==> src/rtl/alu_seq_pkg.sv <==
// rtl/alu_seq_pkg.sv - shared opcodes, select codes, state encoding and helpers for alu_sequencer
//
// Contents:
//   ADD..BXR        3-bit ALU opcodes presented on OP
//   SEL_*           4-bit datapath module select codes
//   state_t         sequencer state encoding
//   is_unary()      true for opcodes that only use ACC (DEC, INC, OC)
package alu_seq_pkg;

    localparam logic [2:0] ADD = 3'b000;
    localparam logic [2:0] SUB = 3'b001;
    localparam logic [2:0] DEC = 3'b010;
    localparam logic [2:0] INC = 3'b011;
    localparam logic [2:0] OC  = 3'b100;
    localparam logic [2:0] BND = 3'b101;
    localparam logic [2:0] BOR = 3'b110;
    localparam logic [2:0] BXR = 3'b111;

    localparam logic [3:0] SEL_IDLE = 4'b0000;
    localparam logic [3:0] SEL_ACC  = 4'b0001;
    localparam logic [3:0] SEL_BREG = 4'b0010;
    localparam logic [3:0] SEL_ALU  = 4'b0011;

    typedef enum logic [2:0] {
        IDLE   = 3'd0,
        LOAD_A = 3'd1,
        LOAD_B = 3'd2,
        EXEC   = 3'd3,
        WB     = 3'd4,
        DONE   = 3'd5
    } state_t;

    function automatic logic is_unary(input logic [2:0] op);
        return (op == DEC) || (op == INC) || (op == OC);
    endfunction

endpackage

==> src/rtl/alu_sequencer.sv <==
// rtl/alu_sequencer.sv - command-driven sequencer for the ACC/BREG/ALU datapath
//
// Accepts one command on CMD_VALID/CMD_READY, loads ACC and BREG over BUS_DRV,
// enables the ALU onto the bus for ALU_LAT cycles, captures BUS_IN and returns
// it on RES_VALID/RES_READY.
//
// Ports:
//   CLK, RESET                   clock, synchronous active-high reset
//   CMD_VALID/READY, CMD_OP,
//   CMD_A, CMD_B, CMD_USE_ACC    command channel
//   SEL, PRGM, OE, OP, BUS_DRV   registered datapath controls
//   BUS_IN                       datapath bus (ALU result)
//   RES_VALID/READY, RES_DATA,
//   RES_ZERO                     result channel
//   BUSY                         sequencer not idle
//
// Build option: ALU_SEQ_WRITEBACK_EN adds a WB state that writes the result
// back into ACC so CMD_USE_ACC chains results.
module alu_sequencer
    import alu_seq_pkg::*;
#(
    parameter int DATA_W  = 8,
    parameter int ALU_LAT = 1
) (
    input  logic              CLK,
    input  logic              RESET,
    input  logic              CMD_VALID,
    output logic              CMD_READY,
    input  logic [2:0]        CMD_OP,
    input  logic [DATA_W-1:0] CMD_A,
    input  logic [DATA_W-1:0] CMD_B,
    input  logic              CMD_USE_ACC,
    output logic [3:0]        SEL,
    output logic              PRGM,
    output logic              OE,
    output logic [2:0]        OP,
    output logic [DATA_W-1:0] BUS_DRV,
    input  logic [DATA_W-1:0] BUS_IN,
    output logic              RES_VALID,
    input  logic              RES_READY,
    output logic [DATA_W-1:0] RES_DATA,
    output logic              RES_ZERO,
    output logic              BUSY
);

    localparam logic [3:0] LAT_M1 = 4'(ALU_LAT - 1);

    state_t            state;
    logic [2:0]        op_q;
    logic [DATA_W-1:0] b_q;
    logic [3:0]        exec_cnt;
    logic              acc_valid;

    assign CMD_READY = (state == IDLE);
    assign BUSY      = (state != IDLE);

    always_ff @(posedge CLK) begin
        if (RESET) begin
            state     <= IDLE;
            op_q      <= '0;
            b_q       <= '0;
            exec_cnt  <= '0;
            acc_valid <= 1'b0;
            SEL       <= SEL_IDLE;
            PRGM      <= 1'b0;
            OE        <= 1'b0;
            OP        <= '0;
            BUS_DRV   <= '0;
            RES_VALID <= 1'b0;
            RES_DATA  <= '0;
            RES_ZERO  <= 1'b0;
        end else begin
            // Controls fall back to idle unless the next state drives them,
            // which also guarantees PRGM and OE never overlap.
            SEL     <= SEL_IDLE;
            PRGM    <= 1'b0;
            OE      <= 1'b0;
            OP      <= '0;
            BUS_DRV <= '0;

            case (state)
                IDLE: begin
                    if (CMD_VALID) begin
                        op_q <= CMD_OP;
                        b_q  <= CMD_B;
                        // A reuse request against an unloaded ACC is a normal load.
                        if (!(CMD_USE_ACC && acc_valid)) begin
                            state     <= LOAD_A;
                            SEL       <= SEL_ACC;
                            PRGM      <= 1'b1;
                            BUS_DRV   <= CMD_A;
                            acc_valid <= 1'b1;
                        end else if (!is_unary(CMD_OP)) begin
                            state   <= LOAD_B;
                            SEL     <= SEL_BREG;
                            PRGM    <= 1'b1;
                            BUS_DRV <= CMD_B;
                        end else begin
                            state    <= EXEC;
                            SEL      <= SEL_ALU;
                            OP       <= CMD_OP;
                            OE       <= 1'b1;
                            exec_cnt <= LAT_M1;
                        end
                    end
                end

                LOAD_A: begin
                    if (is_unary(op_q)) begin
                        state    <= EXEC;
                        SEL      <= SEL_ALU;
                        OP       <= op_q;
                        OE       <= 1'b1;
                        exec_cnt <= LAT_M1;
                    end else begin
                        state   <= LOAD_B;
                        SEL     <= SEL_BREG;
                        PRGM    <= 1'b1;
                        BUS_DRV <= b_q;
                    end
                end

                LOAD_B: begin
                    state    <= EXEC;
                    SEL      <= SEL_ALU;
                    OP       <= op_q;
                    OE       <= 1'b1;
                    exec_cnt <= LAT_M1;
                end

                EXEC: begin
                    if (exec_cnt == 4'd0) begin
                        RES_DATA <= BUS_IN;
                        RES_ZERO <= (BUS_IN == '0);
`ifdef ALU_SEQ_WRITEBACK_EN
                        state   <= WB;
                        SEL     <= SEL_ACC;
                        PRGM    <= 1'b1;
                        BUS_DRV <= BUS_IN;
`else
                        state     <= DONE;
                        RES_VALID <= 1'b1;
`endif
                    end else begin
                        exec_cnt <= exec_cnt - 4'd1;
                        SEL      <= SEL_ALU;
                        OP       <= op_q;
                        OE       <= 1'b1;
                    end
                end

                WB: begin
                    state     <= DONE;
                    RES_VALID <= 1'b1;
                end

                DONE: begin
                    if (RES_READY) begin
                        state     <= IDLE;
                        RES_VALID <= 1'b0;
                    end
                end

                default: state <= IDLE;
            endcase
        end
    end

endmodule

==> config.mk <==
export PLATFORM = sky130hd
export DESIGN_NAME = alu_sequencer
export DESIGN_NICKNAME = d
export VERILOG_FILES = /design/src/rtl/alu_seq_pkg.sv /design/src/rtl/alu_sequencer.sv
export SDC_FILE = /design/constraint.sdc
export NUM_CORES = 1
export LEC_CHECK = 0
export ABC_AREA = 1
export CAP_MARGIN = 0
export CORE_MARGIN = 4
export CORE_UTILIZATION = 42
export CTS_BUF_LIST = sky130_fd_sc_hd__clkbuf_8 sky130_fd_sc_hd__clkbuf_16
export CTS_CLUSTER_DIAMETER = 80
export CTS_CLUSTER_SIZE = 8
export DETAILED_ROUTE_END_ITERATION = 16
export HOLD_SLACK_MARGIN = 0.15
export PLACE_DENSITY = 0.76
export SYNTH_ARGS = -nofsm -noshare
export SYNTH_HDL_FRONTEND = slang
export SYNTH_SLANG_ARGS = --single-unit
export TNS_END_PERCENT = 50
==> constraint.sdc <==
create_clock -name CLK -period 1.2 [get_ports CLK]
set_clock_uncertainty 0.1 [all_clocks]
set_input_delay 0.12 -clock CLK [delete_from_list [all_inputs] [get_ports CLK]]
set_output_delay 0.12 -clock CLK [all_outputs]
set_load 0.005 [all_outputs]
# Word level (Yosys, flattened, before mapping)
# Index checks and enable logic that the tools add are counted.
# Widths: inputs -> output; s select.
# totals
register_bits	46
ram_bits	0
rom_bits	0
out_inout_bits	29
mem_count	0
latch_bits	0
# op_classes
n_shift	0
eq_ne	18
n_mul	0
n_lt_le_gt_ge	0
n_bitwise	1
n_reduce_logical	17
add_sub_neg	1
div_mod_pow	0
n_mux	44
# ops
cell	count
$mux 8	4
$mux 3	8
$mux 4	5
$eq 3x2->1 const B	6
$pmux 3 s6	1
$pmux 4 s4	1
$pmux 8 s2	1
$mux 1	15
$eq 3x3->1 const B	4
$pmux 3 s4	1
$ne 2x2->1 const B	5
$reduce_and 3->1	3
$logic_not 8->1	1
$mux 2	4
$pmux 2 s4	1
$reduce_and 6->1	1
$reduce_bool 3->1	2
$logic_not 4->1	1
$logic_or 1x1->1	4
$ne 2x1->1 const B	2
$pmux 1 s4	1
$reduce_and 2->1	2
$reduce_bool 4->1	1
$sub 4x1->4 const B	1
6 further kinds	6

# Logic depth before layout (Yosys ltp)
# Gate-level depths: netlist of run 1.
# depth
word_depth	7
ltp_mapped	10
ltp_nobuf	9

# Least setup slack after synthesis of run 1
# OpenSTA, ideal clock, no wires.
# synth_path
path_type	register to register
startpoint	reg state[1]
endpoint	reg BUS_DRV[1]
synth_period_minus_slack_ps	1315
t_arrival_ps	1087
slack_ps	-115
setup_time_ps	128
stages_incl_launch_ff	11
path_cell_list	dfxtp_1 -> nor2_4 -> nand2_4 -> inv_4 -> nand2_4 -> inv_2 -> buf_6 -> nand2_2 -> nor2_2 -> nor2_1 -> nor2_1
# synth_via
elab_chain_cells	2
elab_cells_between_ends	3
classes_between	eq/ne: 1; mux: 1; reduce/logical: 1
# synth_lines
item	line	text
start, declared	alu_sequencer.sv:48	state_t state;
start signal, assigned	alu_sequencer.sv:59	state <= IDLE;
start signal, assigned	alu_sequencer.sv:88	state <= LOAD_A;
start signal, assigned	alu_sequencer.sv:94	state <= LOAD_B;
$logic_not 3->1	-	
named net CMD_READY	alu_sequencer.sv:28	output logic CMD_READY,
$pmux 8 s2	alu_sequencer.sv:81	case (state)
end signal, assigned	alu_sequencer.sv:119	BUS_DRV <= b_q;
end, declared	alu_sequencer.sv:37	output logic [DATA_W-1:0] BUS_DRV,
# The timed path passes the listed nets, and every way through them passes these cells.
# A chain may end at the register's enable or synchronous reset.

# Worst setup path after layout of run 1
# layout_path
startpoint	reg state[0]
endpoint	reg SEL[0]
# layout_via
elab_chain_cells	2
elab_cells_between_ends	5
classes_between	eq/ne: 3; mux: 1; reduce/logical: 1
# layout_lines
item	line	text
$eq 3x2->1, or another cell as far along	alu_sequencer.sv:81	
$pmux 2 s4 *	alu_sequencer.sv:81	
end signal, assigned	alu_sequencer.sv:75	SEL <= SEL_IDLE;
end signal, assigned	alu_sequencer.sv:89	SEL <= SEL_ACC;
end signal, assigned	alu_sequencer.sv:95	SEL <= SEL_BREG;
end, declared	alu_sequencer.sv:33	output logic [3:0] SEL,
# Every way passes the cells marked *; elsewhere a longest branch is shown, timed or not.

==> impl_results.md, run 1 <==
- Synth Flop Type: dfxtp_1
- Final hold vios: 0
- Outcome: finished, violations left
- Number of max-cap violations: 0
- DRC Markers: 0
- Synth area leaders: dfxtp_1 44%, nand2_1 14%, nor2_1 6.3%, nand3_1 6.2%, inv_1 5.0%
- Clk buf depth: 2
- Mapped Area: 2020 um2
- Vias: 2238
- Total grt overflow: 0
- RSZ-0062 raised after global routing: yes
- Initial DRC Count: 146
- Vias in the first global route: 2079
- Overall power: 6000 uW
- Clock Tree Root: clkbuf_8
- Syn_area_per_cell: 7.14 um2
- Post-synth EDFFs: 0
- Final period util: 1.23
- Chip Width: 77.3 um
- Post-synth top area cell: dfxtp_1
- Final GP Congestion: 0.836
- Vias per cell: 5.07
- IO Port Bufs: 58
- Crit path DAT: 1.60 ns
- Ys async rst share: 0
- GRT Resource Usage Total: 0.194
- Top cell by count, worst path: buf_4
- Num rows: 24
- Worst path top cell family by delay: flip-flops
- WP buf/inv: 3
- Combinational share of power: 0.510
- Critical path class: reg2reg
- Pwr dens: 1810 nW/um2
- Antenna violations before repair: 0
- CTS tree: built
- Clock transition at the registers of the reported paths: 0.08 ns
- CP max FO: 6
- I/O pins: 61
- Wire length per cell: 14.3 um
- Final slew viol count: 0
- Yosys warns: 0
- H-tree depth: 2
- Synth Instances: 283
- Post-route ant nets: 0
- Post-DP HPWL: 4020 um
- Critical Path Sink Type: register
- Router iterations before antenna repair: 4
- Internal power: 3790 uW
- CP startpoint kind: register
- Crit path largest cell delay: 0.39 ns
- Tmin final: 1.48 ns
- Share of post-route cells with drive strength above 1: 0.316
- CORE AREA: 4500 um2
- Synth cell types: 29
- Fin nets: 423
- R2R setup slack: -0.28 ns
- CP Data Required Time: 1.33 ns
- Global-route wire length before repair: 9430 um
- Clock power frac: 0.170
- Die Height: 77.3 um
- Hold Path Class: in2reg
- Crit-path cells: inv_4, nor3_4, buf_4, nand2_4, buf_4, a31oi_1
- Pin count of the biggest net entering global routing: 21
- Sw Pwr: 2210 uW
- Failing checks: negative setup slack
- VDD IR-drop max: 0.987 mV
- Dpl cells: 417
- Area delta synth->final: 63.9%
- WL final: 6290 um
- Commonest cells in the netlist: 75 x nand2_1, 44 x dfxtp_1, 34 x nor2_1
- F_max: 678 MHz
- Register bit total from synthesis: 44
- CP max-delay cell: dfxtp_4
- Initial core utilization: 0.448
- Share of the synthesized area in the top cell type: 0.436
- Fin cells: 441
- Post-synthesis sequential area ratio: 0.436
- Diodes inserted: 0
- Setup WS post-layout: -0.275 ns
- DP Worst Slack: -0.378 ns
- Die footprint: 5980 um2
- Switch share: 0.368
- Clk sink count: 44
- Final Util: 0.735
- TritonCTS buffer count: 5
- Clk_lat worst skew: 0.30 ns
- Sequential share of power: 0.320
- Leakage: 0.00161 uW
- Count leader, synth: nand2_1
- Final setup violation count: 46
[power by group through the flow]
| stage | Combinational [uW] | Sequential, uW | Clock (uW) |
|---|---|---|---|
| after floorplan | 1230 | 1930 | 0 |
| after global placement | 2200 | 1920 | 0 |
| after detailed placement | 2240 | 1930 | 0 |
| after CTS | 2460 | 1910 | 1030 |
| after global routing | 3270 | 1950 | 1100 |
| final | 3060 | 1920 | 1020 |
[flip-flops by register name (all words and copies together) (netlist names)]
register / count
BUS_DRV: 8
OE: 1
OP: 3
PRGM: 1
RES_DATA: 8
RES_VALID: 1
RES_ZERO: 1
SEL: 2
acc_valid: 1
b_q: 8
exec_cnt: 4
op_q: 3
state: 3
[cell usage in the layout, fill, tap and decap left out, drive strengths merged]
cell,instances
nor4,1
a21oi,20
o21a,1
buf,49
dfxtp,44
a31oi,1
ha,2
clkdlybuf4s50,31
inv,33
nand4,3
xnor2,1
o21ai,13
nor2,41
conb,2
nor3,4
dlygate4sd2,25
nand2,84
clkbuf,8
nand3,26
[cell families after synthesis]
| logic type | share of synthesized area |
|---|---|
| fa+ha+maj | 0.0124 |
| buf+inv | 0.0911 |
| flops | 0.436 |
| compound gates | 0.0886 |
| other cells | 0.00186 |
| xor+xnor | 0.00434 |
| simple gates | 0.366 |
[layout make-up]
class,count,area [um2]
sequential,44,900
clock buffer,7,96.3
tap,52,65.1
multi-input combinational,199,1120
timing repair buffer,106,982
inverter,33,144
fill,325,1190
[worst paths after layout]
| path | end | cells after the start | from |
|---|---|---|---|
| min reg2reg | RES_VALID | 2 | RES_VALID |
| min | b_q[7] | 3 | CMD_B[7] |
| max reg2reg | SEL[0] | 6 | state[0] |
| max | SEL[0] | 6 | state[0] |
[worst reg2reg max path: cells and delay by family (launching register included)]
kind	cells	cell delay, ns
AO/OA/AOI/OAI	1	0.16
buffers and inverters	3	0.38
flip-flops	1	0.39
AND/OR/NAND/NOR	2	0.37
[per-stage QoR]
stage                     hold WS, ns  instance area [um2]  TNS, ns
after CTS                       0.293                 3110    -4.48
after floorplan                 0.155                 2050   -0.194
after global routing            0.304                 3310   -10.57
after global placement          0.343                 2890    -9.46
final                           0.296                 3310    -7.57
after detailed placement        0.347                 2890   -10.30
[metal layers]
metal  vias up  wire length, um  part of all wire  global-route usage
met5         -                0                 0                   0
met4         0              152             0.024              0.0854
met3        13              366             0.058              0.0417
met2        89             3120              0.50               0.325
met1      1034             2650              0.42               0.242
li1       1102                -                 -                   -
[repair_timing]
item	4_1_cts	5_1_grt
buffers inserted	8	8
pin swaps	9	29
endpoints found under the hold margin	0	0
resized for setup	65	35
setup endpoints to repair	71	46
hold buffers	0	0
cloned	0	2
(Power assumes the default switching activity.)
==> inputs of run 2 (changes only) <==
Settings changed: CORE_MARGIN 4 to default, HOLD_SLACK_MARGIN 0.15 to default.
==> run 2 against run 1 <==
Effect of this change:
- the flow finishes with violations (design-rule violations, negative setup slack)
- power shrank 4.6%
- core utilization is 0.30 points higher
- first-iteration DRC count grew 13%
- hold slack gained 0.0068 ns
- wire length down 8.7%
- sequential power is essentially flat
- critical path depth increased by 2
- design area decreased by 0.26%
- count of clock-buffer cells in the layout shrank 1
- highest routed layer unchanged
==> impl_results.md, run 2 (same netlist as run 1, synthesis figures left out) <==
- Outcome: finished, violations left (unchanged)
- Commonest non-fill, non-tap cell in the layout: nand2_1 (unchanged)
- Sw Pwr: 2160 uW (was 2210 uW)
- Final period util: 1.19 (was 1.23)
- Vias in the first global route: 2003 (was 2079)
- Switch share: 0.378 (was 0.368)
- Failing checks: design-rule violations, negative setup slack (was negative setup slack)
- I/O pins: 61 (unchanged)
- F_max: 699 MHz (was 678 MHz)
- Cts hold-fix bufs: 0 (unchanged)
- IO Port Bufs: 58 (unchanged)
- Vias per cell: 4.98 (was 5.07)
- Fin area: 3300 um2 (was 3310 um2)
- RSZ-0062 raised after global routing: yes (unchanged)
- Post-DP HPWL: 3820 um (was 4020 um)
- Met1 usage: 0.275 (was 0.242)
- Die footprint: 5090 um2 (was 5980 um2)
- Tmin final: 1.43 ns (was 1.48 ns)
- Placed Instance Area: 2890 um2 (unchanged)
- Num rows: 24 (unchanged)
- CP startpoint kind: register (unchanged)
- Crit-path cells: buf_6, buf_6, nand2_4, nor2_4, nand2_4, nor2_4, nand3_2, a21oi_1 (was inv_4, nor3_4, buf_4, nand2_4, buf_4, a31oi_1)
- Pin count of the biggest net entering global routing: 21 (unchanged)
- Most frequent cells in the layout: 63 x nand2_1, 36 x dfxtp_1, 31 x clkdlybuf4s50_1 (was 66 x nand2_1, 40 x buf_4, 35 x dfxtp_1)
- Busiest grt layer: met2 (unchanged)
- DRC Markers: 3 (was 0)
- Share of post-route cells with drive strength above 1: 0.317 (was 0.316)
- Sequential share of power: 0.335 (was 0.320)
- Met3 Use GR: 0.0450 (was 0.0417)
- Antenna violations before repair: 0 (unchanged)
- Clock Tree Root: clkbuf_8 (unchanged)
- Critical path class: reg2reg (unchanged)
- Chip Width: 71.3 um (was 77.3 um)
- Setup WS post-layout: -0.231 ns (was -0.275 ns)
- CP max FO: 5 (was 6)
- CP max-delay cell: dfxtp_4 (unchanged)
- Clk sink count: 44 (unchanged)
- Layout filler cell count: 320 (was 325)
- Largest regs: BUS_DRV: 8 flops, RES_DATA: 8 flops, b_q: 8 flops (unchanged)
- Final setup violation count: 45 (was 46)
- Hold Path Class: in2reg (unchanged)
- Met2 usage: 0.404 (was 0.325)
- CORE AREA: 4470 um2 (was 4500 um2)
- Critical Path Sink Type: register (unchanged)
- Global-route wire length before repair: 8980 um (was 9430 um)
- Clk_lat worst skew: 0.30 ns (about the same)
- H-tree depth: 2 (unchanged)
- Post-route ant nets: 0 (unchanged)
- WL final: 5750 um (was 6290 um)
- Crit path largest cell delay: 0.37 ns (was 0.39 ns)
- Final slew viol count: 0 (unchanged)
- Setup TNS: -5.77 ns (was -7.57 ns)
- Area delta synth->final: 63.4% (was 63.9%)
- Crit path DAT: 1.56 ns (was 1.60 ns)
- Combinational share of power: 0.493 (was 0.510)
- Diodes inserted: 0 (unchanged)
- TritonCTS buffer count: 5 (unchanged)
- GRT Resource Usage Total: 0.228 (was 0.194)
- Router iterations before antenna repair: 11 (was 4)
- Vias: 2161 (was 2238)
- Clock transition at the registers of the reported paths: 0.09 ns (was 0.08 ns)
- Initial DRC Count: 165 (was 146)
- Leakage: 0.00171 uW (was 0.00161 uW)
- Die Height: 71.3 um (was 77.3 um)
- Wire length per cell: 13.2 um (was 14.3 um)
- CTS tree: built (unchanged)
- VDD IR-drop max: 1.03 mV (was 0.987 mV)
- Number of max-cap violations: 0 (unchanged)
- Total grt overflow: 0 (unchanged)
- Fin nets: 415 (was 423)
- Clock power frac: 0.171 (was 0.170)
- Internal power: 3560 uW (was 3790 uW)
- Clk buf depth: 2 (unchanged)
- Pwr dens: 1730 nW/um2 (was 1810 nW/um2)
- Final GP Congestion: 0.854 (was 0.836)
- Initial core utilization: 0.451 (was 0.448)
- Final hold vios: 0 (unchanged)
- CP Data Required Time: 1.33 ns (about the same)
## run 2: cell types whose count changed in the layout (fill, tap and decap cells not counted), sizes merged
| cell | delta |
|---|---|
| dlygate4sd2 | -11 |
| dlymetal6s2s | +11 |
| clkbuf | -2 |
| inv | +2 |
| buf | -7 |
## run 2: final timing paths
check	slack, ns	depth (start not counted)	start	endpoint
worst min-delay path	0.30	3	CMD_B[3]	b_q[3]
worst max-delay path	-0.23	8	state[1]	RES_ZERO
worst min register to register	0.35	2	RES_VALID	RES_VALID
worst max register to register	-0.23	8	state[1]	RES_ZERO
## run 2: critical path, delay by kind of cell (launching register included)
family | cells | cell delay (ns)
AO/OA/AOI/OAI | 1 | 0.14
buffers and inverters | 2 | 0.21
flip-flops | 1 | 0.37
AND/OR/NAND/NOR | 5 | 0.55
## run 2: power by group through the flow
stage / logic (uW) / registers (uW) / clock network (uW)
after floorplan: 1230 / 1930 / 0
after global placement: 2250 / 1920 / 0
after detailed placement: 2290 / 1930 / 0
after CTS: 2560 / 1900 / 994
after global routing: 3070 / 1950 / 1040
final: 2820 / 1920 / 979
## run 2: area by class of cell
cell class,instances,area [um2],area share
Inverter,33,149,0.0451
Timing Repair Buffer,98,941,0.285
Tap cell,52,65.1,0.0197
Clock buffer,6,82.6,0.0250
Multi-Input combinational cell,199,1150,0.350
Sequential cell,44,898,0.272
Clock inverter,2,10.0,0.00303
## run 2: stage by stage
stage                     std cells   util  setup WS (ns)  power, uW  hold WS (ns)
after global placement          417  0.647         -0.326       4170         0.343
final                           434  0.738         -0.231       5720         0.303
after global routing            434  0.738         -0.296       6060         0.303
after detailed placement        417  0.647         -0.395       4220         0.348
after floorplan                 284      -        -0.0249       3160         0.155
after CTS                       431  0.699         -0.218       5460         0.298
## run 2: repair_timing
item | 4_1_cts | 5_1_grt
setup endpoints to repair | 71 | 57
pin swaps | 13 | 10
setup buffers | 5 | 3
gates cloned | 1 | 0
gates resized for setup | 65 | 52
## run 2: metal layers
layer / up-vias / wire (um)
li1: 1092 / -
met1: 1006 / 2480
met2: 55 / 2950
met3: 8 / 237
met4: 0 / 77
met5: - / 0
